$ cat src/rtl/game_pkg.sv
// Game-level types: object identifiers, pixel-index geometry, circle colours
// and the fetcher FSM state type.
package game_pkg;

  localparam int unsigned MAP_H_WIDTH = 7;
  localparam int unsigned MAP_V_WIDTH = 7;
  localparam int unsigned PIX_IDX_W   = MAP_H_WIDTH + MAP_V_WIDTH;

  typedef enum logic [2:0] {
    MAP         = 3'd0,
    CAR1        = 3'd1,
    CAR2        = 3'd2,
    BAR         = 3'd3,
    CAR1_CIRCLE = 3'd4,
    CAR2_CIRCLE = 3'd5
  } ObjectID;

  localparam logic [23:0] CAR1_CIRCLE_COLOR = 24'hFF2020;
  localparam logic [23:0] CAR2_CIRCLE_COLOR = 24'h2020FF;

  typedef enum logic [1:0] {
    IDLE = 2'd0,
    REQ  = 2'd1,
    OUT  = 2'd2
  } fetch_state_e;

endpackage

$ cat src/rtl/sram_pkg.sv
// SRAM memory map: word-address bases of each sprite/bitmap object.
package sram_pkg;

  localparam int unsigned SRAM_ADDR_W = 20;

  localparam logic [SRAM_ADDR_W-1:0] OBJ_BASE_MAP  = 20'h00000;
  localparam logic [SRAM_ADDR_W-1:0] OBJ_BASE_CAR1 = 20'h04000;
  localparam logic [SRAM_ADDR_W-1:0] OBJ_BASE_CAR2 = 20'h05000;
  localparam logic [SRAM_ADDR_W-1:0] OBJ_BASE_BAR  = 20'h06000;

endpackage

$ cat src/rtl/Rgb565To888.sv
// RGB565 to RGB888 expansion by MSB replication, so full-scale stays full-scale.
module Rgb565To888 (
  input  logic [15:0] rgb565_i,
  output logic [23:0] rgb888_o
);

  logic [4:0] r5;
  logic [5:0] g6;
  logic [4:0] b5;

  assign r5 = rgb565_i[15:11];
  assign g6 = rgb565_i[10:5];
  assign b5 = rgb565_i[4:0];

  assign rgb888_o = {r5, r5[4:2], g6, g6[5:4], b5, b5[4:2]};

endmodule

$ cat src/rtl/pixel_fetcher.sv
// Fetches one pixel per request: circles come from constants, other objects
// from SRAM. Define PIXEL_FETCHER_TIMEOUT_EN to abandon SRAM reads after 255 cycles.
module pixel_fetcher
  import game_pkg::*;
  import sram_pkg::*;
(
  input  logic                          i_clk,
  input  logic                          i_rst,
  input  logic                          i_pix_valid,
  output logic                          o_pix_ready,
  input  ObjectID                       i_object_id,
  input  logic [PIX_IDX_W-1:0]          i_object_pixel_index,
  output logic                          o_sram_req,
  output logic [SRAM_ADDR_W-1:0]        o_sram_addr,
  input  logic                          i_sram_ack,
  input  logic [15:0]                   i_sram_rdata,
  output logic                          o_rgb_valid,
  input  logic                          i_rgb_ready,
  output logic [23:0]                   o_rgb
);

  fetch_state_e           state_q, state_d;
  logic [SRAM_ADDR_W-1:0] addr_q, addr_d;
  logic [23:0]            rgb_q, rgb_d;
  logic [23:0]            rdata_rgb888;
  logic [SRAM_ADDR_W-1:0] base_addr;

`ifdef PIXEL_FETCHER_TIMEOUT_EN
  logic [7:0] cnt_q, cnt_d;
`endif

  Rgb565To888 u_rgb565_to_888 (
    .rgb565_i (i_sram_rdata),
    .rgb888_o (rdata_rgb888)
  );

  always_comb begin
    base_addr = '0;
    case (i_object_id)
      MAP:     base_addr = OBJ_BASE_MAP;
      CAR1:    base_addr = OBJ_BASE_CAR1;
      CAR2:    base_addr = OBJ_BASE_CAR2;
      BAR:     base_addr = OBJ_BASE_BAR;
      default: base_addr = '0;
    endcase
  end

  always_comb begin
    state_d = state_q;
    addr_d  = addr_q;
    rgb_d   = rgb_q;
`ifdef PIXEL_FETCHER_TIMEOUT_EN
    cnt_d   = 8'd0;
`endif
    unique case (state_q)
      IDLE: begin
        if (i_pix_valid) begin
          case (i_object_id)
            CAR1_CIRCLE: begin
              rgb_d   = CAR1_CIRCLE_COLOR;
              state_d = OUT;
            end
            CAR2_CIRCLE: begin
              rgb_d   = CAR2_CIRCLE_COLOR;
              state_d = OUT;
            end
            MAP, CAR1, CAR2, BAR: begin
              addr_d  = base_addr + SRAM_ADDR_W'(i_object_pixel_index);
              state_d = REQ;
            end
            // Unknown IDs resolve to black without touching SRAM.
            default: begin
              rgb_d   = 24'h000000;
              state_d = OUT;
            end
          endcase
        end
      end
      REQ: begin
        if (i_sram_ack) begin
          rgb_d   = rdata_rgb888;
          state_d = OUT;
        end
`ifdef PIXEL_FETCHER_TIMEOUT_EN
        else if (cnt_q == 8'd254) begin
          // 255th cycle without ack: give up and emit black.
          rgb_d   = 24'h000000;
          state_d = OUT;
        end else begin
          cnt_d = cnt_q + 8'd1;
        end
`endif
      end
      OUT: begin
        if (i_rgb_ready) state_d = IDLE;
      end
      default: state_d = IDLE;
    endcase
  end

  always_ff @(posedge i_clk) begin
    if (i_rst) begin
      state_q <= IDLE;
      addr_q  <= '0;
      rgb_q   <= '0;
`ifdef PIXEL_FETCHER_TIMEOUT_EN
      cnt_q   <= 8'd0;
`endif
    end else begin
      state_q <= state_d;
      addr_q  <= addr_d;
      rgb_q   <= rgb_d;
`ifdef PIXEL_FETCHER_TIMEOUT_EN
      cnt_q   <= cnt_d;
`endif
    end
  end

  assign o_pix_ready = (state_q == IDLE);
  assign o_sram_req  = (state_q == REQ);
  assign o_sram_addr = addr_q;
  assign o_rgb_valid = (state_q == OUT);
  assign o_rgb       = rgb_q;

endmodule

$ cat config.mk
export PLATFORM = sky130hd
export DESIGN_NAME = pixel_fetcher
export DESIGN_NICKNAME = d
export VERILOG_FILES = /design/src/rtl/game_pkg.sv /design/src/rtl/sram_pkg.sv /design/src/rtl/Rgb565To888.sv /design/src/rtl/pixel_fetcher.sv
export SDC_FILE = /design/constraint.sdc
export NUM_CORES = 1
export LEC_CHECK = 0
export ABC_AREA = 1
export BUFFER_PORTS_ARGS = -buffer_cell sky130_fd_sc_hd__buf_4
export CAP_MARGIN = 20
export CORE_UTILIZATION = 46
export CTS_CLUSTER_SIZE = 28
export DETAILED_ROUTE_END_ITERATION = 10
export PLACE_DENSITY = 0.8
export SLEW_MARGIN = 20
export SYNTH_ARGS = -nofsm -noshare
export SYNTH_HDL_FRONTEND = slang
export SYNTH_SLANG_ARGS = --single-unit
$ cat constraint.sdc
create_clock -name i_clk -period 2.1 [get_ports i_clk]
set_input_delay 0.21 -clock i_clk [delete_from_list [all_inputs] [get_ports i_clk]]
set_output_delay 0.21 -clock i_clk [all_outputs]
set_load 0.05 [all_outputs]
# == Word level (Yosys, flattened, before mapping) ==
# Cells that the tools add are included.
# word_totals
register_bits,46
in_bits,38
out_inout_bits,47
word_cells,32
# op_classes
addsub,1
n_eq_ne,11
muxes,10
n_reduce_logical,7
# ops
op,count
24-bit case mux with 3 select lines,1
24-bit two-way mux,2
24-bit case mux with 2 select lines,1
15-bit case mux with 3 select lines,1
20-bit by 14-bit adder with 20-bit output,1
2-bit two-way mux,4
"3-bit by 2-bit == test with 1-bit output, second input constant",2
"3-bit == test, second input constant",2
2-bit case mux with 3 select lines,1
3-bit AND reduction,2
"2-bit by 1-bit inequality test with 1-bit output, second input constant",2
"2-bit inequality test, second input constant",2
4-bit AND reduction,1
4-bit OR reduction,1
"3-bit by 1-bit == test with 1-bit output, second input constant",1
3-bit logical NOT,1
"2-bit by 1-bit == test with 1-bit output, second input constant",1
"2-bit == test, second input constant",1
2-bit logical NOT,1
2-bit nonzero test,1

# == Longest topological paths before layout ==
# Gate-level depths: netlist of run 1.
# logic_depth
depth_word,5
ltp_mapped,9
ltp_nobuf,9

# == By module ==
# From an unflattened synthesis of run 1, not the netlist that was laid out.
# hier_totals
cells_unflattened,342
hier_area_um2,2264.7
# modules_own_cells
mod,instances,cells_per_inst,area_each_um2,seq_area_each_um2
pixel_fetcher,1,318,2084.5,840.8
Rgb565To888,1,24,180.2,0.0

# == Worst setup path after synthesis of run 1 ==
# OpenSTA, ideal clock, no wires.
# synth_path
path_type,reg-to-reg
startpoint,reg state_q[0]
endpoint,"reg addr_q[0], in the netlist o_sram_addr[0]"
setup_time_ns,0.070
t_arrival_ns,1.586
required_time_ns,2.030
setup_slack_ns,0.443
path_stages_with_launch,7
n_path_buf,1
synth_period_minus_slack_ns,1.657
path_cell_list,dfxtp_1 nor2_2 nand3_2 inv_2 buf_2 nand2_1 a21oi_1
# synth_between
elab_chain_len,2
# synth_rtl
element,line_no,source
start: declaration,pixel_fetcher.sv:22,"fetch_state_e state_q, state_d;"
start signal: assignment,pixel_fetcher.sv:110,state_q <= state_d;
2-bit logical NOT,--,
named net o_pix_ready,pixel_fetcher.sv:10,"output logic o_pix_ready,"
3-bit AND reduction (no source line),--,
end signal: assignment,pixel_fetcher.sv:111,addr_q <= addr_d;
end: declaration,pixel_fetcher.sv:23,"logic [SRAM_ADDR_W-1:0] addr_q, addr_d;"
# The timed path passes the listed nets, and every way through them passes these cells.
# A chain may end at the register's enable or synchronous reset.

# == Worst setup path in the final report of run 1 ==
# layout_path
startpoint,reg state_q[0]
endpoint,out o_sram_req
# layout_between
elab_chain_len,1
# layout_rtl
element,line_no,source
2-bit by 1-bit == test with 1-bit output,pixel_fetcher.sv:120,assign o_sram_req = (state_q == REQ);
end: declaration,pixel_fetcher.sv:13,"output logic o_sram_req,"
# No other way between the ends.

==> results.ini, run 1 <==
[min_path]
hold_path.class=in2reg

[critical_path]
path_buf_inv=2
crit_required_ns=1.89
crit_type=reg2out
cp-end-kind=primary output
cp_max_fo=12
critPathLaunchType=register
worst_path_max_delay_cell=dfxtp_1
cp.arrival_ns=1.48
worst_path_dominant_cell_family=buffers and inverters
max_stage_delay_ns=0.45
regToRegSetupSlack_ns=0.68
crit_chain=nand2_1, inv_2, buf_4

[drt]
via_count=1759
ant_nets=0
drt-initial-drc-count=82
wirelength_um=3895
drt-pass1-iter-count=4
routedWlPerCell_um=9.911
drc=0
vias_per_cell=4.476

[global_route]
grt_util_all_layers_pct=20.69
grt-ovfl-total=0
antenna_found_initial=0
grt_pass1_vias=1612
grt_max_degree=35
grt_pass1_wl_um=6555

[power]
leakage_nw=1.341
ir_drop_mv=0.5090
p_per_area_mw_per_mm2=810.7

[finish]
fin_area_sq_mm=0.002409
area_growth_pct=37.80
fillers=362
finalNetCount=385
drive_gt1_share_pct=28.41
antenna_cells=0
final_common_cell=nand2_1
most-common-layout-cells=nand2_1, buf_4, nor2_1

[floorplanning]
fp.dieArea_sq_mm=0.004050
start_util_pct=47.74
pin_count=85
die_w_um=63.64
die_h_um=63.64
fp.coreArea_sq_mm=0.003661
fp-row-count=22

[clocking]
cts_hold_buf=0
insertion_delay_ns=0.29
cts_setup_buffers=0
path_clk_slew_ns=0.07
cts_tree=built
h-tree-depth=2
post_cts.resized_instances=0
cts_buffers=5
clock_path_buffers=2
cts_root_buf=clkbuf_8
cts_sinks=36

[sta]
rsz0062_at_grt=no
clock.fmax_ghz=0.5923
fin_crit_ns=1.688
clock_skew_ns=0.005779
final-setup-viol-count=0
period_share_pct=80.40
drv_slew=0
tightest_slew_ns=0.6256
tns_ns=0
finalHoldViolCount=0
fin_ws_ns=0.4116
relSlewSlack_pct=58.24

[place]
pre_cts_slack_ns=0.3108
dp_hpwl_um=2832
io_buffer_count=80
place.gp.congestion=0.7927
dpl_cell_area_sq_mm=0.002316

[synth]
synth_area_sq_mm=0.001748
ys_seq_area_share_pct=41.23
synth_warnings=0
syn_avg_cell_area_sq_um=6.426
ys_types=19
syn_inst=272
synth_seq_cells=36

[status]
status=complete, no violations

[job]
drv_cap=0

flip-flops by register name (all words and copies together), names as in the netlist:
name,cells
o_sram_addr,16
o_rgb,18
state_q,2
synthesized netlist by cell type (all sizes together):
cell type / number / area [sq um]
inv: 37 / 138.9
dfxtp: 36 / 720.7
clkbuf: 5 / 18.77
nand3b: 1 / 7.510
ha: 2 / 25.02
or2: 1 / 6.260
buf: 15 / 100.1
nor2: 46 / 177.7
conb: 1 / 3.750
nand4: 4 / 25.02
a21oi: 17 / 85.08
o21ai: 2 / 10.01
nand2: 97 / 364.1
fa: 1 / 20.02
nand3: 7 / 45.04
per-layer routing:
layer | vias to the layer above | track usage (%) | share of wire [%]
li1 | 939 | - | -
met1 | 740 | 22.54 | 42
met2 | 73 | 34.04 | 46
met3 | 7 | 10.87 | 10
met4 | 0 | 7.102 | 1.7
met5 | - | 0 | 0
kinds of logic after synthesis:
family / share of synthesized area (%)
compound gates: 5.440
fa+ha+maj: 2.577
buf+inv: 14.75
flops: 41.23
other cells: 0.2145
simple gates: 35.79
area by class of cell:
| class | count | area, sq um | share of cell area (%) |
|---|---|---|---|
| flip-flops and latches | 36 | 720.7 | 29.92 |
| well taps | 48 | 60.06 | 2.494 |
| repair buffers | 82 | 615.6 | 25.56 |
| clock inverters | 2 | 10.01 | 0.4156 |
| clock buffers | 6 | 82.58 | 3.429 |
| multi-input cells | 182 | 780.7 | 32.42 |
| inverters | 37 | 138.9 | 5.766 |
worst paths after layout:
kind	startpoint	endpoint	depth (start not counted)
worst max-delay path	state_q[0]$_SDFFE_PP0P_	o_sram_req	3
worst min-delay path	i_object_pixel_index[3]	o_sram_addr[3]$_SDFFE_PP0P_	3
worst max register to register	state_q[0]$_SDFFE_PP0P_	o_rgb[19]$_SDFFE_PP0P_	7
worst min register to register	o_sram_addr[11]$_SDFFE_PP0P_	o_sram_addr[11]$_SDFFE_PP0P_	2
power breakdown:
| group | internal [mW] | switching, mW | total (mW) |
|---|---|---|---|
| logic | 0.210 | 0.460 | 0.670 |
| clock network | 0.262 | 0.244 | 0.505 |
| registers | 0.742 | 0.0356 | 0.778 |
worst min-delay path, cell delays in order:
cell     delay, ns
buf_4         0.10
nand2_1       0.05
a21oi_1       0.05
through the flow:
step	utilization [%]	cells	hold slack, ns	total power [mW]
after floorplan	-	275	0.3531	1.280
after global placement	63.26	385	0.4526	1.457
after detailed placement	63.26	385	0.4565	1.465
after CTS	65.79	393	0.1654	1.972
after global routing	65.79	393	0.1653	2.064
final	65.79	393	0.1723	1.953
Power figures use the tool's default switching activity.
==> inputs of run 2 (changes only) <==
--- a/config.mk
+++ b/config.mk
@@ -5,13 +5,13 @@
 export SDC_FILE = /design/constraint.sdc
 export NUM_CORES = 1
 export LEC_CHECK = 0
-export ABC_AREA = 1
+export ABC_AREA = 0
 export BUFFER_PORTS_ARGS = -buffer_cell sky130_fd_sc_hd__buf_4
 export CAP_MARGIN = 20
-export CORE_UTILIZATION = 46
+export CORE_UTILIZATION = 45
 export CTS_CLUSTER_SIZE = 28
 export DETAILED_ROUTE_END_ITERATION = 10
-export PLACE_DENSITY = 0.8
+export PLACE_DENSITY = 0.79
 export SLEW_MARGIN = 20
 export SYNTH_ARGS = -nofsm -noshare
 export SYNTH_HDL_FRONTEND = slang
==> constraint.sdc (replaced) <==
create_clock -name i_clk -period 1.6 [get_ports i_clk]
set_input_delay 0.16 -clock i_clk [delete_from_list [all_inputs] [get_ports i_clk]]
set_output_delay 0.16 -clock i_clk [all_outputs]
set_load 0.05 [all_outputs]
==> run 2 against run 1 <==
  * Register-to-register slack got worse by 0.53 ns
  * Setup slack got worse by 0.31 ns
  * Synthesized cell count fell by 29%
  * Via count fell by 12%
  * Area after synthesis fell by 5.4%
  * Design area fell by 4.4%
  * Core utilization rose by 1.6 points
  * Die area fell by 3.2%
  * Sequential cell count did not move
  * Sequential share of layout area rose by 1.5 points
==> results.ini, run 2 <==
[sta]
drv_slew=0  ; unchanged
fin_crit_ns=1.501
final-setup-viol-count=0  ; unchanged
clock.fmax_ghz=0.6664
holdWs_ns=0.08368  ; -0.08865 ns
rsz0062_at_grt=no
clock_skew_ns=0.003043  ; -0.002736 ns
period_share_pct=93.79
finalHoldViolCount=0  ; unchanged

[clocking]
cts_setup_buffers=0  ; unchanged
cts_sinks=36  ; unchanged
path_clk_slew_ns=0.10  ; +0.03 ns
cts_tree=built
cts_root_buf=clkbuf_4
insertion_delay_ns=0.31  ; +0.02 ns
cts_hold_buf=0  ; unchanged
clock_path_buffers=2  ; unchanged
h-tree-depth=2  ; unchanged
cts_buffers=5  ; unchanged

[finish]
fin_cells=318  ; -19%
regArea_sq_um=723.2  ; +0.35%
final_common_cell=buf_4
post-route-util_pct=67.40  ; +1.6 points
fillers=309  ; -15%
most-common-layout-cells=buf_4, nand2_1, dfxtp_1
drive_gt1_share_pct=40.07  ; +12 points
largest_reg_flops=18  ; unchanged
antenna_cells=0  ; unchanged
fin_area_sq_mm=0.002302  ; -4.4%
multi_input_area_sq_um=769.5  ; -1.4%
area_growth_pct=39.18
finalNetCount=313  ; -19%

[drt]
drt-pass1-iter-count=4  ; unchanged
routedWlPerCell_um=11.32  ; +14%
wirelength_um=3599  ; -7.6%
drt-initial-drc-count=55  ; -33%
drc=0  ; unchanged
via_count=1542  ; -12%
ant_nets=0  ; unchanged
vias_per_cell=4.849  ; +8.3%

[synth]
syn_avg_cell_area_sq_um=8.570  ; +33%
synth_commonest_cells=nand2_1, dfxtp_1, a21oi_1
synth_area_sq_mm=0.001654  ; -5.4%
synthArstFlopShare_pct=0  ; unchanged
synth.area.top_cells=dfxtp_1, nand2_1, a211oi_1
syn_inst=193  ; -29%
ys_seq_area_share_pct=43.57  ; +2.3 points
yosysTopAreaCellShare_pct=43.57  ; +2.3 points
synth_edf_count=0  ; unchanged
synth_top_cell_by_area=dfxtp_1
yosysMostFrequentCell=nand2_1
synth_warnings=0  ; unchanged
synth_seq_cells=36  ; unchanged
yosys_most_used_dff=dfxtp_1
ys_types=31  ; +12

[power]
ir_drop_mv=0.4337  ; -15%
leakage_nw=1.018  ; -24%
p_per_area_mw_per_mm2=904.6  ; +12%
total_power_mw=2.083  ; +6.7%

[critical_path]
cp-end-kind=primary output
regToRegSetupSlack_ns=0.15  ; -0.53 ns
cp-startpoint=state_q[0]$_SDFFE_PP0P_
r2r_start=state_q[0]$_SDFFE_PP0P_
worstSetupEndpoint=o_sram_req
crit_type=reg2out
cp.arrival_ns=1.34  ; -0.14 ns
crit_required_ns=1.44  ; -0.45 ns
cp_max_fo=17  ; +5
r2r_end=o_sram_addr[2]$_SDFFE_PP0P_
ff2ff_path_depth=4  ; -3
critPathLaunchType=register

[min_path]
hold_path.class=in2reg

[global_route]
grt-ovfl-total=0  ; unchanged
grt_pass1_wl_um=6375  ; -2.7%
antenna_found_initial=0  ; unchanged
grt_max_degree=37  ; +5.7%
grt_pass1_vias=1442  ; -11%
grt_util_all_layers_pct=20.32  ; -0.38 points

[floorplanning]
pin_count=85  ; unchanged
start_util_pct=48.42  ; +0.68 points
fp.coreArea_sq_mm=0.003416  ; -6.7%
fp.dieArea_sq_mm=0.003922  ; -3.2%
die_h_um=62.63  ; -1.6%
fp-row-count=21  ; -4.5%
die_w_um=62.63  ; -1.6%

[place]
dp.cells=311  ; -19%
dpl_cell_area_sq_mm=0.002250  ; -2.9%
dp_hpwl_um=2733  ; -3.5%
place.gp.congestion=0.8052  ; +1.6%
io_buffer_count=80  ; unchanged

[status]
status=complete, no violations

[job]
drv_cap=0  ; unchanged

-- run 2: area by class of cell --
type,count,area share [%]
sequential,36,31.41
timing repair buffer,92,30.16
multi-input combinational,134,33.42
inverter,3,0.4891
tap,46,2.500
clock inverter,1,0.2174
clock buffer,6,1.793
-- run 2: timing repair --
| item | CTS | global route |
|---|---|---|
| endpoints found under the setup margin | 2 | 1 |
| gates resized for setup | 2 | 1 |
| pin swaps | 0 | 0 |
-- run 2: cells by family (layout without fill, tap and decap cells) --
kind of cell | count (synthesis) | in the layout | synth area share, %
AO/OA/AOI/OAI | 42 | 42 | 16.26
adder cells (fa/ha/maj) | 3 | 3 | 2.723
buffers and inverters | 26 | 102 | 11.19
flip-flops | 36 | 36 | 43.57
other | 1 | 4 | 0.2267
AND/OR/NAND/NOR | 85 | 85 | 26.02
-- run 2: metrics by stage --
step           setup TNS, ns  setup slack (ns)
2_1_floorplan              0          0.004027
3_3_place_gp        -0.03500          -0.03500
3_5_place_dp        -0.04315          -0.04315
4_1_cts                    0           0.03596
5_1_grt                    0          0.006964
6_report                   0           0.09936
-- run 2: power by group --
part	switching [mW]	internal (mW)
Combinational	0.436	0.238
Clock	0.258	0.162
Sequential	0.0353	0.953
-- run 2: worst min-delay path by stage --
stage                                        from                          end  slack [ns]  cells after the start
after global placement    i_object_pixel_index[3]  o_sram_addr[3]$_SDFFE_PP0P_        0.41                      3
after detailed placement  i_object_pixel_index[0]  o_sram_addr[0]$_SDFFE_PP0P_        0.42                      3
after floorplan           i_object_pixel_index[0]  o_sram_addr[0]$_SDFFE_PP0P_        0.30                      2
after CTS                 i_object_pixel_index[9]  o_sram_addr[9]$_SDFFE_PP0P_        0.07                      3
after global routing      i_object_pixel_index[9]  o_sram_addr[9]$_SDFFE_PP0P_        0.06                      3
final                     i_object_pixel_index[9]  o_sram_addr[9]$_SDFFE_PP0P_        0.08                      3
-- run 2: layer usage --
| metal | global-route usage, % | wire (um) | up-vias |
|---|---|---|---|
| li1 | - | - | 795 |
| met1 | 24.91 | 1637 | 702 |
| met2 | 35.87 | 1777 | 43 |
| met3 | 3.650 | 161 | 2 |
| met4 | 6.105 | 23 | 0 |
| met5 | 0 | 0 | - |
-- run 2: worst max-delay path: stages, from the launching register on --
cell	delay, ns
dfxtp_2	0.41
nor2b_4	0.21
buf_6	0.19
buf_4	0.22
==> inputs of run 3 (changes only) <==
--- a/config.mk
+++ b/config.mk
@@ -9,9 +9,11 @@
 export BUFFER_PORTS_ARGS = -buffer_cell sky130_fd_sc_hd__buf_4
 export CAP_MARGIN = 20
 export CORE_UTILIZATION = 45
+export CTS_CLUSTER_DIAMETER = 30
 export CTS_CLUSTER_SIZE = 28
 export DETAILED_ROUTE_END_ITERATION = 10
-export PLACE_DENSITY = 0.79
+export PLACE_DENSITY_LB_ADDON = 0.1
+export RECOVER_POWER = 100
 export SLEW_MARGIN = 20
 export SYNTH_ARGS = -nofsm -noshare
 export SYNTH_HDL_FRONTEND = slang
==> run 3 against run 2 <==
  * Via count rose by 0.78%
  * Critical path depth did not move
  * Combinational power fell by 8.2%
  * First-iteration DRC count rose by 35%
  * Sequential cell count did not move
  * Critical path type unchanged
==> results.ini, run 3 (same netlist as run 2, synthesis figures left out) <==
[floorplanning]
fp.dieArea_sq_mm=0.003922  ; unchanged
die_w_um=62.63  ; unchanged
fp.coreArea_sq_mm=0.003416  ; unchanged
start_util_pct=48.42  ; unchanged
die_h_um=62.63  ; unchanged
fp-row-count=21  ; unchanged
pin_count=85  ; unchanged

[min_path]
whs_path_depth=3  ; unchanged
hold_path.class=in2reg
hp-start=i_object_pixel_index[5]
holdPathEnd=o_sram_addr[5]$_SDFFE_PP0P_

[critical_path]
critPathLaunchType=register
crit_type=reg2out
cp.arrival_ns=1.36  ; +0.02 ns
r2r_start=state_q[0]$_SDFFE_PP0P_
worst_path_dominant_cell_family=buffers and inverters
ff2ff_path_depth=5  ; +1
crit_chain=nor2b_4, buf_6, buf_4
max_stage_delay_ns=0.41  ; about the same
cp_max_fo=17  ; unchanged
path_buf_inv=2  ; unchanged
worst_path_max_delay_cell=dfxtp_2
crit_required_ns=1.44  ; about the same
regToRegSetupSlack_ns=0.17  ; +0.02 ns
r2r_end=o_rgb[7]$_SDFFE_PP0P_
cp-end-kind=primary output

[drt]
drc=0  ; unchanged
drt-pass1-iter-count=4  ; unchanged
ant_nets=0  ; unchanged
wirelength_um=3824  ; +6.3%
via_count=1554  ; +0.78%
drt-initial-drc-count=74  ; +35%
routedWlPerCell_um=11.99  ; +5.9%
vias_per_cell=4.871  ; +0.46%

[finish]
multi_input_area_sq_um=750.7  ; -2.4%
most-common-layout-cells=buf_4, clkbuf_1, nand2_1
final_common_cell=buf_4
area_growth_pct=31.16
fillers=354  ; +15%
drive_gt1_share_pct=24.54  ; -16 points
fin_area_sq_mm=0.002170  ; -5.8%
regArea_sq_um=725.7  ; +0.35%
antenna_cells=0  ; unchanged
largest_reg_flops=18  ; unchanged
finalNetCount=313  ; unchanged

[power]
combPwrFrac_pct=27.7  ; -4.7 points
clkPwrFrac_pct=28.2  ; +8.0 points
total_power_mw=2.236  ; +7.4%
leakage_nw=0.8600  ; -16%
intPower_mw=1.461  ; +8.0%
p_switching_mw=0.7748  ; +6.2%
p_per_area_mw_per_mm2=1030  ; +14%
ir_drop_mv=0.4041  ; -6.8%
swShare_pct=34.66  ; -0.37 points
seq_power_share_pct=44.1  ; -3.4 points

[global_route]
grt_pass1_vias=1467  ; +1.7%
grt_pass1_wl_um=6465  ; +1.4%
grt_util_all_layers_pct=20.69  ; +0.37 points
antenna_found_initial=0  ; unchanged
grt_max_degree=37  ; unchanged
grt-ovfl-total=0  ; unchanged

[sta]
finalHoldViolCount=0  ; unchanged
fin_crit_ns=1.521  ; +0.02050 ns
clock.fmax_ghz=0.6574  ; -1.3%
final-setup-viol-count=0  ; unchanged
rsz0062_at_grt=no
drv_slew=0  ; unchanged
relSlewSlack_pct=58.81
clock_skew_ns=0.006773  ; +0.003731 ns
tightest_slew_ns=0.6205
fin_ws_ns=0.07885  ; -0.02050 ns
period_share_pct=95.07  ; +1.3 points

[place]
pre_cts_slack_ns=-0.07948  ; -0.03634 ns
io_buffer_count=80  ; unchanged
dp_hpwl_um=2755  ; +0.81%
dpl_cell_area_sq_mm=0.002262  ; +0.56%
place.gp.congestion=0.7632  ; -5.2%

[clocking]
path_clk_slew_ns=0.11  ; about the same
cts_hold_buf=0  ; unchanged
cts_setup_buffers=0  ; unchanged
cts_buffers=5  ; unchanged
cts_root_buf=clkbuf_4
cts_tree=built
insertion_delay_ns=0.33  ; +0.02 ns
clock_path_buffers=2  ; unchanged
cts_sinks=36  ; unchanged
h-tree-depth=2  ; unchanged

[job]
drv_cap=0  ; unchanged

[status]
status=complete, no violations

## run 3: worst reg2reg max path: stages (launching register included)
cell and delay (ns):
dfxtp_2 0.37, nand3b_4 0.17, a21o_1 0.23, clkbuf_1 0.22, a211oi_1 0.26, nor3_1 0.07
## run 3: worst max path at each step
stage / startpoint / to / slack, ns / cells past startpoint
2_1_floorplan: i_object_id[2] / o_sram_addr[14]$_SDFFE_PP0P_ / 0.004 / 8
6_report: state_q[0]$_SDFFE_PP0P_ / o_sram_req / 0.08 / 3
3_5_place_dp: i_object_id[0] / o_sram_addr[14]$_SDFFE_PP0P_ / -0.08 / 8
4_1_cts: state_q[0]$_SDFFE_PP0P_ / o_sram_req / 0.01 / 3
5_1_grt: state_q[0]$_SDFFE_PP0P_ / o_sram_req / 0.006 / 3
3_3_place_gp: i_object_id[0] / o_sram_addr[14]$_SDFFE_PP0P_ / -0.03 / 8
## run 3: per-layer routing
| layer | track usage, % | wire length [um] | up-vias |
|---|---|---|---|
| met5 | 0 | 0 | - |
| met4 | 3.488 | 42 | 0 |
| met3 | 6.752 | 249 | 6 |
| met2 | 35.19 | 1777 | 52 |
| met1 | 25.68 | 1756 | 703 |
| li1 | - | - | 793 |
## run 3: repair_timing
| action | 4_1_cts | 5_1_grt |
|---|---|---|
| gates resized for setup | 2 | 2 |
| gates cloned | 0 | 0 |
| setup endpoints to repair | 2 | 2 |
## run 3: through the flow
step / std cells / utilization [%] / hold slack [ns] / TNS, ns
finish: 319 / 63.52 / 0.06198 / 0
global route: 319 / 63.52 / 0.04272 / 0
CTS: 319 / 68.64 / 0.04060 / 0
detailed placement: 311 / 66.23 / 0.4177 / -0.07948
global placement: 311 / 66.23 / 0.4101 / -0.03066
floorplan: 196 / - / 0.2960 / 0
## run 3: final cells by class
class,count,area share (%)
Inverter,3,0.5190
Multi-Input combinational cell,134,34.60
Clock inverter,3,1.961
Tap cell,46,2.653
Sequential cell,36,33.45
Clock buffer,5,1.730
Timing Repair Buffer,92,25.09
## run 3: power by group through the flow
stage	sequential (mW)	clock, mW	combinational (mW)
floorplan	1.19	0	0.298
global placement	1.01	0	0.680
detailed placement	1.01	0	0.683
CTS	0.990	0.656	0.685
global route	0.994	0.691	0.663
finish	0.986	0.631	0.619
